$ cat config.mk
export PLATFORM = sky130hd
export DESIGN_NAME = ascon_input_scheduler
export DESIGN_NICKNAME = d
export VERILOG_FILES = /design/src/rtl/ascon_pack.sv /design/src/rtl/ascon_fifo2.sv /design/src/rtl/ascon_input_scheduler.sv
export SDC_FILE = /design/constraint.sdc
export NUM_CORES = 1
export LEC_CHECK = 0
export BUFFER_PORTS_ARGS = -buffer_cell sky130_fd_sc_hd__buf_2
export CORE_MARGIN = 4
export CORE_UTILIZATION = 51
export CTS_CLUSTER_SIZE = 25
export DETAILED_ROUTE_END_ITERATION = 16
export HOLD_SLACK_MARGIN = 0.1
export MAX_ROUTING_LAYER = met4
export PLACE_DENSITY_LB_ADDON = 0.12
export SLEW_MARGIN = 20
export SYNTH_ARGS = -nofsm -noshare
export SYNTH_HDL_FRONTEND = slang
export SYNTH_SLANG_ARGS = --single-unit
$ cat constraint.sdc
create_clock -name clock_i -period 5.6 [get_ports clock_i]
set_input_delay 0 -clock clock_i [delete_from_list [all_inputs] [get_ports clock_i]]
set_output_delay 0 -clock clock_i [all_outputs]
set_load 0.01 [all_outputs]
$ cat src/rtl/ascon_pack.sv
// Shared constants, state encoding and helpers for the ASCON input scheduler.
package ascon_pack;

  localparam int unsigned DATA_W       = 64;
  localparam int unsigned NB_AD_BLOCKS = 1;
  localparam int unsigned NB_PT_BLOCKS = 4;
  localparam int unsigned NB_BLOCKS    = NB_AD_BLOCKS + NB_PT_BLOCKS;
  localparam int unsigned CNT_W        = 3;
  localparam int unsigned FIFO_DEPTH   = 2;
  localparam int unsigned FIFO_CNT_W   = 2;

  localparam logic [CNT_W-1:0] BLOCKS_PER_JOB = CNT_W'(NB_BLOCKS);

  typedef enum logic [2:0] {
    S_IDLE,
    S_START,
    S_FEED,
    S_ACK,
    S_WAIT_END
  } sched_state_t;

  // Blocks past the associated-data prefix carry plaintext.
  function automatic logic is_pt_block(input logic [CNT_W-1:0] idx);
    return idx >= CNT_W'(NB_AD_BLOCKS);
  endfunction

endpackage

$ cat src/rtl/ascon_fifo2.sv
// Two-entry shift-style FIFO; entry0 is always the head, so head_o is a plain register.
module ascon_fifo2
  import ascon_pack::*;
(
  input  logic                  clock_i,
  input  logic                  reset_i,
  input  logic                  flush_i,
  input  logic                  push_i,
  input  logic                  pop_i,
  input  logic [DATA_W-1:0]     data_i,
  output logic                  full_o,
  output logic                  empty_o,
  output logic [FIFO_CNT_W-1:0] count_o,
  output logic [DATA_W-1:0]     head_o
);

  localparam logic [FIFO_CNT_W-1:0] DEPTH = FIFO_CNT_W'(FIFO_DEPTH);

  logic [DATA_W-1:0]     entry0_q, entry0_d;
  logic [DATA_W-1:0]     entry1_q, entry1_d;
  logic [FIFO_CNT_W-1:0] count_q, count_d;
  logic                  full_q, empty_q;
  logic                  pop_ok, push_ok;

  // A push into a full FIFO is only legal when a pop frees a slot in the same cycle.
  assign pop_ok  = pop_i && !empty_q;
  assign push_ok = push_i && (!full_q || pop_ok);

  always_comb begin
    entry0_d = entry0_q;
    entry1_d = entry1_q;
    count_d  = count_q;
    if (flush_i) begin
      count_d = '0;
    end else begin
      count_d = count_q + FIFO_CNT_W'(push_ok) - FIFO_CNT_W'(pop_ok);
      if (pop_ok) begin
        entry0_d = entry1_q;
      end
      if (push_ok) begin
        if ((count_q == '0) || ((count_q == FIFO_CNT_W'(1)) && pop_ok)) begin
          entry0_d = data_i;
        end else begin
          entry1_d = data_i;
        end
      end
    end
  end

  always_ff @(posedge clock_i or posedge reset_i) begin
    if (reset_i) begin
      entry0_q <= '0;
      entry1_q <= '0;
      count_q  <= '0;
      full_q   <= 1'b0;
      empty_q  <= 1'b1;
    end else begin
      entry0_q <= entry0_d;
      entry1_q <= entry1_d;
      count_q  <= count_d;
      full_q   <= (count_d == DEPTH);
      empty_q  <= (count_d == '0);
    end
  end

  assign full_o  = full_q;
  assign empty_o = empty_q;
  assign count_o = count_q;
  assign head_o  = entry0_q;

endmodule

$ cat src/rtl/ascon_input_scheduler.sv
// Buffers host words and hands them to the ASCON core one block at a time,
// keyed on the core's level-type wait signal.
module ascon_input_scheduler
  import ascon_pack::*;
(
  input  logic              clock_i,
  input  logic              reset_i,
  input  logic              start_i,
  input  logic              abort_i,
  input  logic [DATA_W-1:0] word_i,
  input  logic              word_valid_i,
  output logic              word_ready_o,
  input  logic              core_wait_i,
  input  logic              core_end_i,
  output logic              start_o,
  output logic [DATA_W-1:0] data_o,
  output logic              data_valid_o,
  output logic              busy_o,
  output logic              done_o,
  output logic [CNT_W-1:0]  bloc_o
);

  sched_state_t          state_q, state_d;
  logic [CNT_W-1:0]      issued_q, issued_d;
  logic [CNT_W-1:0]      accepted_q, accepted_d;
  logic [CNT_W-1:0]      bloc_q, bloc_d;
  logic [DATA_W-1:0]     data_q, data_d;
  logic                  start_q, start_d;
  logic                  dv_q, dv_d;
  logic                  busy_q, busy_d;
  logic                  done_q, done_d;

  logic                  fifo_push, fifo_pop;
  logic                  fifo_full, fifo_empty;
  logic [FIFO_CNT_W-1:0] fifo_count;
  logic [DATA_W-1:0]     fifo_head;
  logic                  issue_c, job_start_c;

  ascon_fifo2 u_fifo (
    .clock_i (clock_i),
    .reset_i (reset_i),
    .flush_i (abort_i),
    .push_i  (fifo_push),
    .pop_i   (fifo_pop),
    .data_i  (word_i),
    .full_o  (fifo_full),
    .empty_o (fifo_empty),
    .count_o (fifo_count),
    .head_o  (fifo_head)
  );

  // Ready depends only on registered state, so a pop never reaches it combinationally.
  assign word_ready_o = busy_q
                     && (fifo_count < FIFO_CNT_W'(FIFO_DEPTH))
                     && (accepted_q < BLOCKS_PER_JOB);
  assign fifo_push    = word_valid_i && word_ready_o && !fifo_full;

  assign issue_c     = !abort_i && (state_q == S_FEED) && core_wait_i && !fifo_empty
                    && (issued_q < BLOCKS_PER_JOB);
  assign fifo_pop    = issue_c;
  assign job_start_c = (state_d == S_START);

  // State and registered outputs.
  always_ff @(posedge clock_i or posedge reset_i) begin
    if (reset_i) begin
      state_q    <= S_IDLE;
      issued_q   <= '0;
      accepted_q <= '0;
      bloc_q     <= '0;
      data_q     <= '0;
      start_q    <= 1'b0;
      dv_q       <= 1'b0;
      busy_q     <= 1'b0;
      done_q     <= 1'b0;
    end else begin
      state_q    <= state_d;
      issued_q   <= issued_d;
      accepted_q <= accepted_d;
      bloc_q     <= bloc_d;
      data_q     <= data_d;
      start_q    <= start_d;
      dv_q       <= dv_d;
      busy_q     <= busy_d;
      done_q     <= done_d;
    end
  end

  // Next state; S_ACK waits for core_wait_i to drop so a held level issues only once.
  always_comb begin
    state_d = state_q;
    if (abort_i) begin
      state_d = S_IDLE;
    end else begin
      unique case (state_q)
        S_IDLE:     if (start_i) state_d = S_START;
        S_START:    state_d = S_FEED;
        S_FEED:     if (issue_c) state_d = S_ACK;
        S_ACK: begin
          if (!core_wait_i) begin
            state_d = (issued_q == BLOCKS_PER_JOB) ? S_WAIT_END : S_FEED;
          end
        end
        S_WAIT_END: if (core_end_i) state_d = S_IDLE;
        default:    state_d = S_IDLE;
      endcase
    end
  end

  // Next values of outputs and job counters.
  always_comb begin
    start_d    = job_start_c;
    busy_d     = (state_d != S_IDLE);
    done_d     = !abort_i && (state_q == S_WAIT_END) && core_end_i;
    dv_d       = issue_c;
    data_d     = issue_c ? fifo_head : data_q;
    issued_d   = issued_q;
    accepted_d = accepted_q;
    bloc_d     = bloc_q;
    if (abort_i || job_start_c) begin
      issued_d   = '0;
      accepted_d = '0;
      bloc_d     = '0;
    end else begin
      if (issue_c) begin
        issued_d = issued_q + CNT_W'(1);
        if (is_pt_block(issued_q)) begin
          bloc_d = bloc_q + CNT_W'(1);
        end
      end
      if (fifo_push) begin
        accepted_d = accepted_q + CNT_W'(1);
      end
    end
  end

  assign start_o      = start_q;
  assign data_o       = data_q;
  assign data_valid_o = dv_q;
  assign busy_o       = busy_q;
  assign done_o       = done_q;
  assign bloc_o       = bloc_q;

endmodule

==> impl_table.tex, run 1 <==
\begin{tabular}{lr}
\hline
Metric & Value \\
\hline
\multicolumn{2}{l}{\textbf{STA}} \\
Sum of negative setup slack & 0 ns \\
Skew final & 0.0100 ns \\
Unrepaired setup endpoints after global routing & no \\
Final count of hold timing violations & 0 \\
Max transition margin & 0.303 \\
Max Freq & 306 MHz \\
Tmin final & 3.26 ns \\
Pins over their slew limit & 0 \\
\# setup viols final & 0 \\
Share of the clock period used by the worst path after layout & 0.583 \\
Least-Margin Pin Slew & 1.04 ns \\
\multicolumn{2}{l}{\textbf{Routing}} \\
Total wirelength of the detailed-routed design & 20.2 mm \\
Detailed-route wire length per cell & 17.5 µm \\
Total number of vias & 6304 \\
DRC violation count after routing & 0 \\
Starting DRC count in detailed routing & 455 \\
Average via count per standard cell & 5.47 \\
Routed Antenna Nets & 0 \\
1st-pass router iterations & 4 \\
\multicolumn{2}{l}{\textbf{Pwr}} \\
Net switching share of the total power & 0.259 \\
Internal power & 3.25 mW \\
Power density over the cells & 402 nW/µm² \\
Clock network fraction of design power & 0.337 \\
Switching power summed over all nets & 1.14 mW \\
Reported leakage power & 5.42 nW \\
Design Power & 4.38 mW \\
Reg power frac & 0.494 \\
Part of the power in combinational logic & 0.169 \\
Max rail drop VDD & 0.314 mV \\
\multicolumn{2}{l}{\textbf{Die}} \\
Die height & 138 µm \\
Top-Level Pins & 143 \\
Initial Utilization & 0.519 \\
Num rows & 47 \\
Area of the die & 19000 µm² \\
DIE WIDTH & 138 µm \\
Core ar. & 16600 µm² \\
\multicolumn{2}{l}{\textbf{Critical path}} \\
Buffers plus inverters on the worst setup path & 3 \\
CP Cell Sequence & and4bb\_4 -> nand3\_4 -> buf\_4 -> inv\_2 -> nor4\_4 -> buf\_4 -> mux2\_1 \\
Element type at the critical path start & flip-flop \\
Worst r2r path cells & 7 \\
Worst R2R End & u\_fifo.entry1\_q[21]\$\_DFFE\_PP0P\_ \\
Crit. End Element & flip-flop \\
Worst reg2reg setup slack & 2.34 ns \\
Crit Reg-Reg Startpoint & u\_fifo.empty\_o\$\_DFF\_PP1\_ \\
Cell class contributing the biggest share of worst-path delay & buffers and inverters \\
Required arrival time at the worst endpoint & 5.98 ns \\
Maximum fanout along the worst path & 99 \\
CP max stage delay & 0.82 ns \\
Arrival time reported for the critical path endpoint & 3.64 ns \\
Worst setup path category & flip-flop to flip-flop \\
Critical path's slowest cell & buf\_4 \\
Cell occurring most often along the worst timing path & buf\_4 \\
\multicolumn{2}{l}{\textbf{Yosys}} \\
Mean cell area of the mapped netlist & 12.0 µm² \\
Mapped Area & 8600 µm² \\
Instance count of the mapped netlist & 720 \\
Part of the Yosys area used for sequential elements & 0.617 \\
Post-synth net total & 797 \\
Library cells used by synthesis & 40 \\
Total of flip-flops plus latches after synthesis & 212 \\
Number of warnings issued by yosys & 0 \\
\multicolumn{2}{l}{\textbf{Global routing}} \\
Maximum number of pins on one net before global-route repair & 213 \\
GR Overflow Total & 0 \\
Combined global-route utilization of all metal layers & 0.223 \\
Wire length of the first global-routing pass & 33.4 mm \\
Number of global-route vias before repair & 6586 \\
Antenna violations before repair & 0 \\
\multicolumn{2}{l}{\textbf{Cells and area}} \\
Area added between synthesis and finish & 26.9\% \\
Core utilization of the finished layout & 0.658 \\
Finished Cell Area & 10900 µm² \\
Most common library cell in the layout ignoring fill and taps & dfrtp\_1 \\
Share of cells above drive strength 1 & 0.309 \\
Antenna diode instance count & 0 \\
Final nets & 994 \\
Highest-count cells in the layout ignoring fill and taps & dfrtp\_1, nand2\_1, buf\_2, dlygate4sd3\_1, or3\_1 \\
Fillers & 1314 \\
\multicolumn{2}{l}{\textbf{Clocking}} \\
Post-cts hold buffer count & 71 \\
Total of cells resized after clock tree synthesis & 0 \\
Clock transition at the register clock pins on the worst setup and hold paths after CTS & 0.06 ns \\
Number of CTS-inserted buffers & 23 \\
Total clock sinks & 212 \\
CTS tree & built \\
Total setup buffers inserted after CTS & 0 \\
H-tree Lvls & 1 \\
Largest buffer count on any clock path & 3 \\
Clock latency reported for the late side of the worst-skew pair & 0.51 ns \\
Clock root buffer & clkbuf\_16 \\
\multicolumn{2}{l}{\textbf{Placed design}} \\
HPWL reported at the end of detailed placement & 11.6 mm \\
IO buf count & 142 \\
Routability cong. & 0.780 \\
Placed Instance Area & 9430 µm² \\
\multicolumn{2}{l}{\textbf{Run}} \\
Max-capacitance violation count & 0 \\
\multicolumn{2}{l}{\textbf{Min path}} \\
Path type of the worst min-delay path & input port to async pin \\
\multicolumn{2}{l}{\textbf{Status}} \\
Run status & complete, no violations \\
\hline
\end{tabular}
## layer usage
metal	up-vias	part of all wire	GRT usage
met5	-	0	-
met4	0	0.017	0.0554
met3	32	0.043	0.0341
met2	151	0.48	0.358
met1	3212	0.46	0.304
li1	2909	-	-
## cell families after synthesis
group,after synthesis,synth area share
fa+ha+maj,6,0.00872
simple gates,294,0.157
mux,64,0.0838
buf+inv,58,0.0313
flops,212,0.617
xor+xnor,7,0.00713
compound gates,79,0.0954
## how the worst max path moves through the flow
stage                              from                         endpoint  depth (start not counted)  slack (ns)
6_report       u_fifo.empty_o$_DFF_PP1_  u_fifo.entry1_q[21]$_DFFE_PP0P_                          7        2.34
5_1_grt        u_fifo.empty_o$_DFF_PP1_  u_fifo.entry1_q[21]$_DFFE_PP0P_                          7        2.07
4_1_cts        u_fifo.empty_o$_DFF_PP1_  u_fifo.entry1_q[12]$_DFFE_PP0P_                          7        2.29
3_5_place_dp   u_fifo.empty_o$_DFF_PP1_  u_fifo.entry1_q[12]$_DFFE_PP0P_                          7        2.31
3_3_place_gp   u_fifo.empty_o$_DFF_PP1_  u_fifo.entry1_q[35]$_DFFE_PP0P_                          7        2.37
2_1_floorplan                   reset_i        accepted_q[0]$_DFFE_PP0P_                          1        2.84
## flip-flops by register name (all words and copies together) (netlist names)
name / cells
data_o: 64
u_fifo.entry1_q: 64
u_fifo.head_o: 64
accepted_q: 3
bloc_o: 3
issued_q: 3
state_q: 3
u_fifo.count_o: 2
busy_o: 1
data_valid_o: 1
done_o: 1
start_o: 1
u_fifo.empty_o: 1
u_fifo.full_o: 1
## tightest hold or removal path, cell delays in order
cell           delay (ns)
dlygate4sd3_1        0.53
buf_2                0.13
clkinvlp_4           0.07
buf_12               0.44
## synth_stat cells, drive strengths merged
library cell,count,area [µm²]
a211o,1,8.76
a211oi,1,7.51
a21boi,1,7.51
a21o,1,7.51
a21oi,5,25.0
a31o,1,8.76
and3,1,6.26
and3b,1,8.76
and4bb,2,28.8
buf,12,96.3
clkbuf,37,139
dfrtp,211,5280
dfstp,1,26.3
ha,6,75.1
inv,9,33.8
mux2,64,721
nand2,200,751
nand3,4,32.5
nand3b,1,7.51
nand4,3,18.8
nor2,12,45.0
nor2b,1,6.26
nor3,1,5.00
nor4,2,27.5
o21a,1,7.51
o21ai,3,15.0
o221a,64,721
o31ai,1,12.5
or3,65,407
or4,1,7.51
xnor2,3,26.3
xor2,4,35.0
## stage by stage
step	hold slack, ns	instances	setup slack, ns
3_3_place_gp	0.232	1040	2.37
5_1_grt	0.273	1153	2.07
2_1_floorplan	0.120	720	2.84
6_report	0.220	1153	2.34
4_1_cts	0.255	1152	2.29
3_5_place_dp	0.246	1040	2.31
## area by class of cell
class / count / area [µm²] / area share
clock buffers: 35 / 681 / 0.0624
clock inverters: 6 / 62.6 / 0.00573
inverters: 9 / 37.5 / 0.00344
multi-input cells: 450 / 3040 / 0.278
flip-flops and latches: 212 / 5310 / 0.486
well taps: 220 / 275 / 0.0252
repair buffers: 221 / 1510 / 0.139
## power groups by stage
| stage | clock [mW] | sequential, mW | combinational [mW] |
|---|---|---|---|
| 2_1_floorplan | 0 | 2.18 | 0.433 |
| 3_3_place_gp | 0 | 2.17 | 0.675 |
| 3_5_place_dp | 0 | 2.19 | 0.711 |
| 4_1_cts | 1.51 | 2.17 | 0.753 |
| 5_1_grt | 1.57 | 2.22 | 0.827 |
| 6_report | 1.48 | 2.17 | 0.742 |
No activity file was read; power rests on OpenSTA's default activity.
==> run 2, diff against run 1 <==
- CORE_UTILIZATION: 51 -> 56
- clock period: 5.6 -> 3.2 ns (I/O delays scaled with it)
==> impl_table.tex, run 2 (synthesis results as in run 1) <==
\begin{tabular}{lr}
\hline
Metric & Value \\
\hline
\multicolumn{2}{l}{\textbf{Status}} \\
Run status & complete, no violations \\
\multicolumn{2}{l}{\textbf{Clocking}} \\
Clock root buffer & clkbuf\_16 \\
Clock transition at the register clock pins on the worst setup and hold paths after CTS & 0.06 ns (about the same) \\
Clock latency reported for the late side of the worst-skew pair & 0.49 ns (-0.02 ns) \\
CTS tree & built \\
Total setup buffers inserted after CTS & 0 (unchanged) \\
Number of CTS-inserted buffers & 22 (-4.3\%) \\
Total clock sinks & 212 (unchanged) \\
H-tree Lvls & 1 (unchanged) \\
Largest buffer count on any clock path & 3 (unchanged) \\
\multicolumn{2}{l}{\textbf{Die}} \\
Core ar. & 15100 µm² (-8.7\%) \\
Top-Level Pins & 143 (unchanged) \\
Initial Utilization & 0.568 (+0.0493) \\
DIE WIDTH & 132 µm (-4.3\%) \\
Area of the die & 17400 µm² (-8.4\%) \\
Die height & 132 µm (-4.3\%) \\
Num rows & 45 (-4.3\%) \\
\multicolumn{2}{l}{\textbf{Routing}} \\
1st-pass router iterations & 4 (unchanged) \\
Routed Antenna Nets & 0 (unchanged) \\
Total wirelength of the detailed-routed design & 19.8 mm (-1.6\%) \\
Total number of vias & 6318 (+0.22\%) \\
Detailed-route wire length per cell & 17.6 µm (+0.87\%) \\
Average via count per standard cell & 5.62 (+2.7\%) \\
DRC violation count after routing & 0 (unchanged) \\
Starting DRC count in detailed routing & 354 (-22\%) \\
\multicolumn{2}{l}{\textbf{Critical path}} \\
Element type at the critical path start & flip-flop \\
Arrival time reported for the critical path endpoint & 2.81 ns (-0.83 ns) \\
Worst r2r path cells & 10 (+3) \\
Required arrival time at the worst endpoint & 3.62 ns (-2.36 ns) \\
Maximum fanout along the worst path & 51 (-48\%) \\
Worst reg2reg setup slack & 0.81 ns (-1.52 ns) \\
Worst R2R End & u\_fifo.empty\_o\$\_DFF\_PP1\_ \\
Crit Reg-Reg Startpoint & u\_fifo.empty\_o\$\_DFF\_PP1\_ \\
Worst setup path category & flip-flop to flip-flop \\
Crit. End Element & flip-flop \\
\multicolumn{2}{l}{\textbf{STA}} \\
\# setup viols final & 0 (unchanged) \\
Tmin final & 2.39 ns (-0.876 ns) \\
Sum of negative setup slack & 0 ns (unchanged) \\
Max transition margin & 0.474 (+0.171) \\
Unrepaired setup endpoints after global routing & no \\
Max Freq & 419 MHz (+37\%) \\
Skew final & 0.00982 ns (-0.000182 ns) \\
Final count of hold timing violations & 0 (unchanged) \\
Pins over their slew limit & 0 (unchanged) \\
Least-Margin Pin Slew & 0.789 ns (-0.255 ns) \\
Share of the clock period used by the worst path after layout & 0.747 (+0.164) \\
\multicolumn{2}{l}{\textbf{Cells and area}} \\
Area added between synthesis and finish & 26.7\% \\
Final nets & 998 (+0.40\%) \\
Fillers & 1070 (-19\%) \\
Finished Cell Area & 10900 µm² (-0.14\%) \\
Share of cells above drive strength 1 & 0.311 (+0.00222) \\
Highest-count cells in the layout ignoring fill and taps & dfrtp\_1, nand2\_1, buf\_2, dlygate4sd3\_1, or3\_1 \\
Most common library cell in the layout ignoring fill and taps & dfrtp\_1 \\
\multicolumn{2}{l}{\textbf{Pwr}} \\
Max rail drop VDD & 0.409 mV (+30\%) \\
Reported leakage power & 5.44 nW (+0.33\%) \\
Power density over the cells & 698 nW/µm² (+74\%) \\
\multicolumn{2}{l}{\textbf{Global routing}} \\
Number of global-route vias before repair & 6824 (+3.6\%) \\
GR Overflow Total & 0 (unchanged) \\
Antenna violations before repair & 0 (unchanged) \\
Combined global-route utilization of all metal layers & 0.240 (+0.0170) \\
Wire length of the first global-routing pass & 34.2 mm (+2.6\%) \\
Maximum number of pins on one net before global-route repair & 81 (-62\%) \\
\multicolumn{2}{l}{\textbf{Placed design}} \\
Placed Instance Area & 9450 µm² (+0.19\%) \\
Routability cong. & 0.767 (-1.6\%) \\
IO buf count & 142 (unchanged) \\
HPWL reported at the end of detailed placement & 12.0 mm (+3.1\%) \\
\multicolumn{2}{l}{\textbf{Min path}} \\
Cells on Worst Hold Path & 5 \\
Path type of the worst min-delay path & input port to flip-flop \\
Worst Hold End & accepted\_q[2]\$\_DFFE\_PP0P\_ \\
Start point of the worst hold path & word\_valid\_i \\
\multicolumn{2}{l}{\textbf{Run}} \\
Max-capacitance violation count & 0 (unchanged) \\
\hline
\end{tabular}
[run 2: changes by cell type in the layout (fill, tap and decap cells not counted)]
cell,before,now
buf_12,1,2
buf_4,6,11
clkinv_4,1,0
diode_2,0,1
inv_6,1,0
clkinv_2,3,0
bufinv_16,1,0
buf_16,1,0
clkbuf_8,6,10
[run 2: final cells by class]
class | count | area (µm²) | area share
tap | 188 | 235 | 0.0216
antenna | 1 | 2.50 | 0.000230
sequential | 212 | 5310 | 0.487
inverter | 9 | 37.5 | 0.00344
clock buffer | 39 | 736 | 0.0675
timing repair buffer | 226 | 1540 | 0.142
multi-input combinational | 450 | 3040 | 0.279
[run 2: metal layers]
layer,track usage,share of wire,vias to the layer above
li1,-,-,2917
met1,0.319,0.44,3206
met2,0.395,0.50,161
met3,0.0351,0.048,34
met4,0.0607,0.016,0
met5,-,0,-
[run 2: stage by stage]
stage	setup WS, ns	hold slack (ns)	instances	power [mW]	util
after CTS	0.800	0.109	1124	7.68	0.720
after global placement	0.891	0.126	1014	4.98	0.624
after detailed placement	0.811	0.123	1014	5.08	0.624
final	0.811	0.117	1125	7.61	0.720
after global routing	0.619	0.173	1124	8.03	0.720
after floorplan	0.445	0.120	720	4.57	-
[run 2: power by group]
group | internal [mW] | total, mW | switching, mW
Clock | 1.54 | 2.51 | 0.967
Combinational | 0.733 | 1.29 | 0.559
Sequential | 3.41 | 3.81 | 0.399
[run 2: timing repair]
| action | in CTS | in global routing |
|---|---|---|
| gates resized for setup | 0 | 0 |
| endpoints found under the setup margin | 0 | 0 |
| hold buffers | 71 | 0 |
| endpoints found under the hold margin | 281 | 0 |
[run 2: worst max-delay path, cell delays in order, from the launching register on]
cell      delay (ns)
dfstp_2         0.53
and4bb_4        0.20
nand3_4         0.12
buf_4           0.44
inv_1           0.09
ha_1            0.29
inv_1           0.04
ha_1            0.17
xnor2_1         0.24
nor2_1          0.08
nor2_1          0.12
[run 2: how the worst max path moves through the flow]
stage / endpoint / cells after the start / slack (ns) / startpoint
floorplan: accepted_q[0]$_DFFE_PP0P_ / 1 / 0.44 / reset_i
global placement: u_fifo.empty_o$_DFF_PP1_ / 9 / 0.89 / u_fifo.empty_o$_DFF_PP1_
detailed placement: u_fifo.head_o[32]$_DFFE_PP0N_ / 5 / 0.81 / accepted_q[0]$_DFFE_PP0P_
CTS: u_fifo.empty_o$_DFF_PP1_ / 10 / 0.80 / u_fifo.empty_o$_DFF_PP1_
global route: u_fifo.head_o[30]$_DFFE_PP0N_ / 5 / 0.62 / accepted_q[0]$_DFFE_PP0P_
finish: u_fifo.empty_o$_DFF_PP1_ / 10 / 0.81 / u_fifo.empty_o$_DFF_PP1_
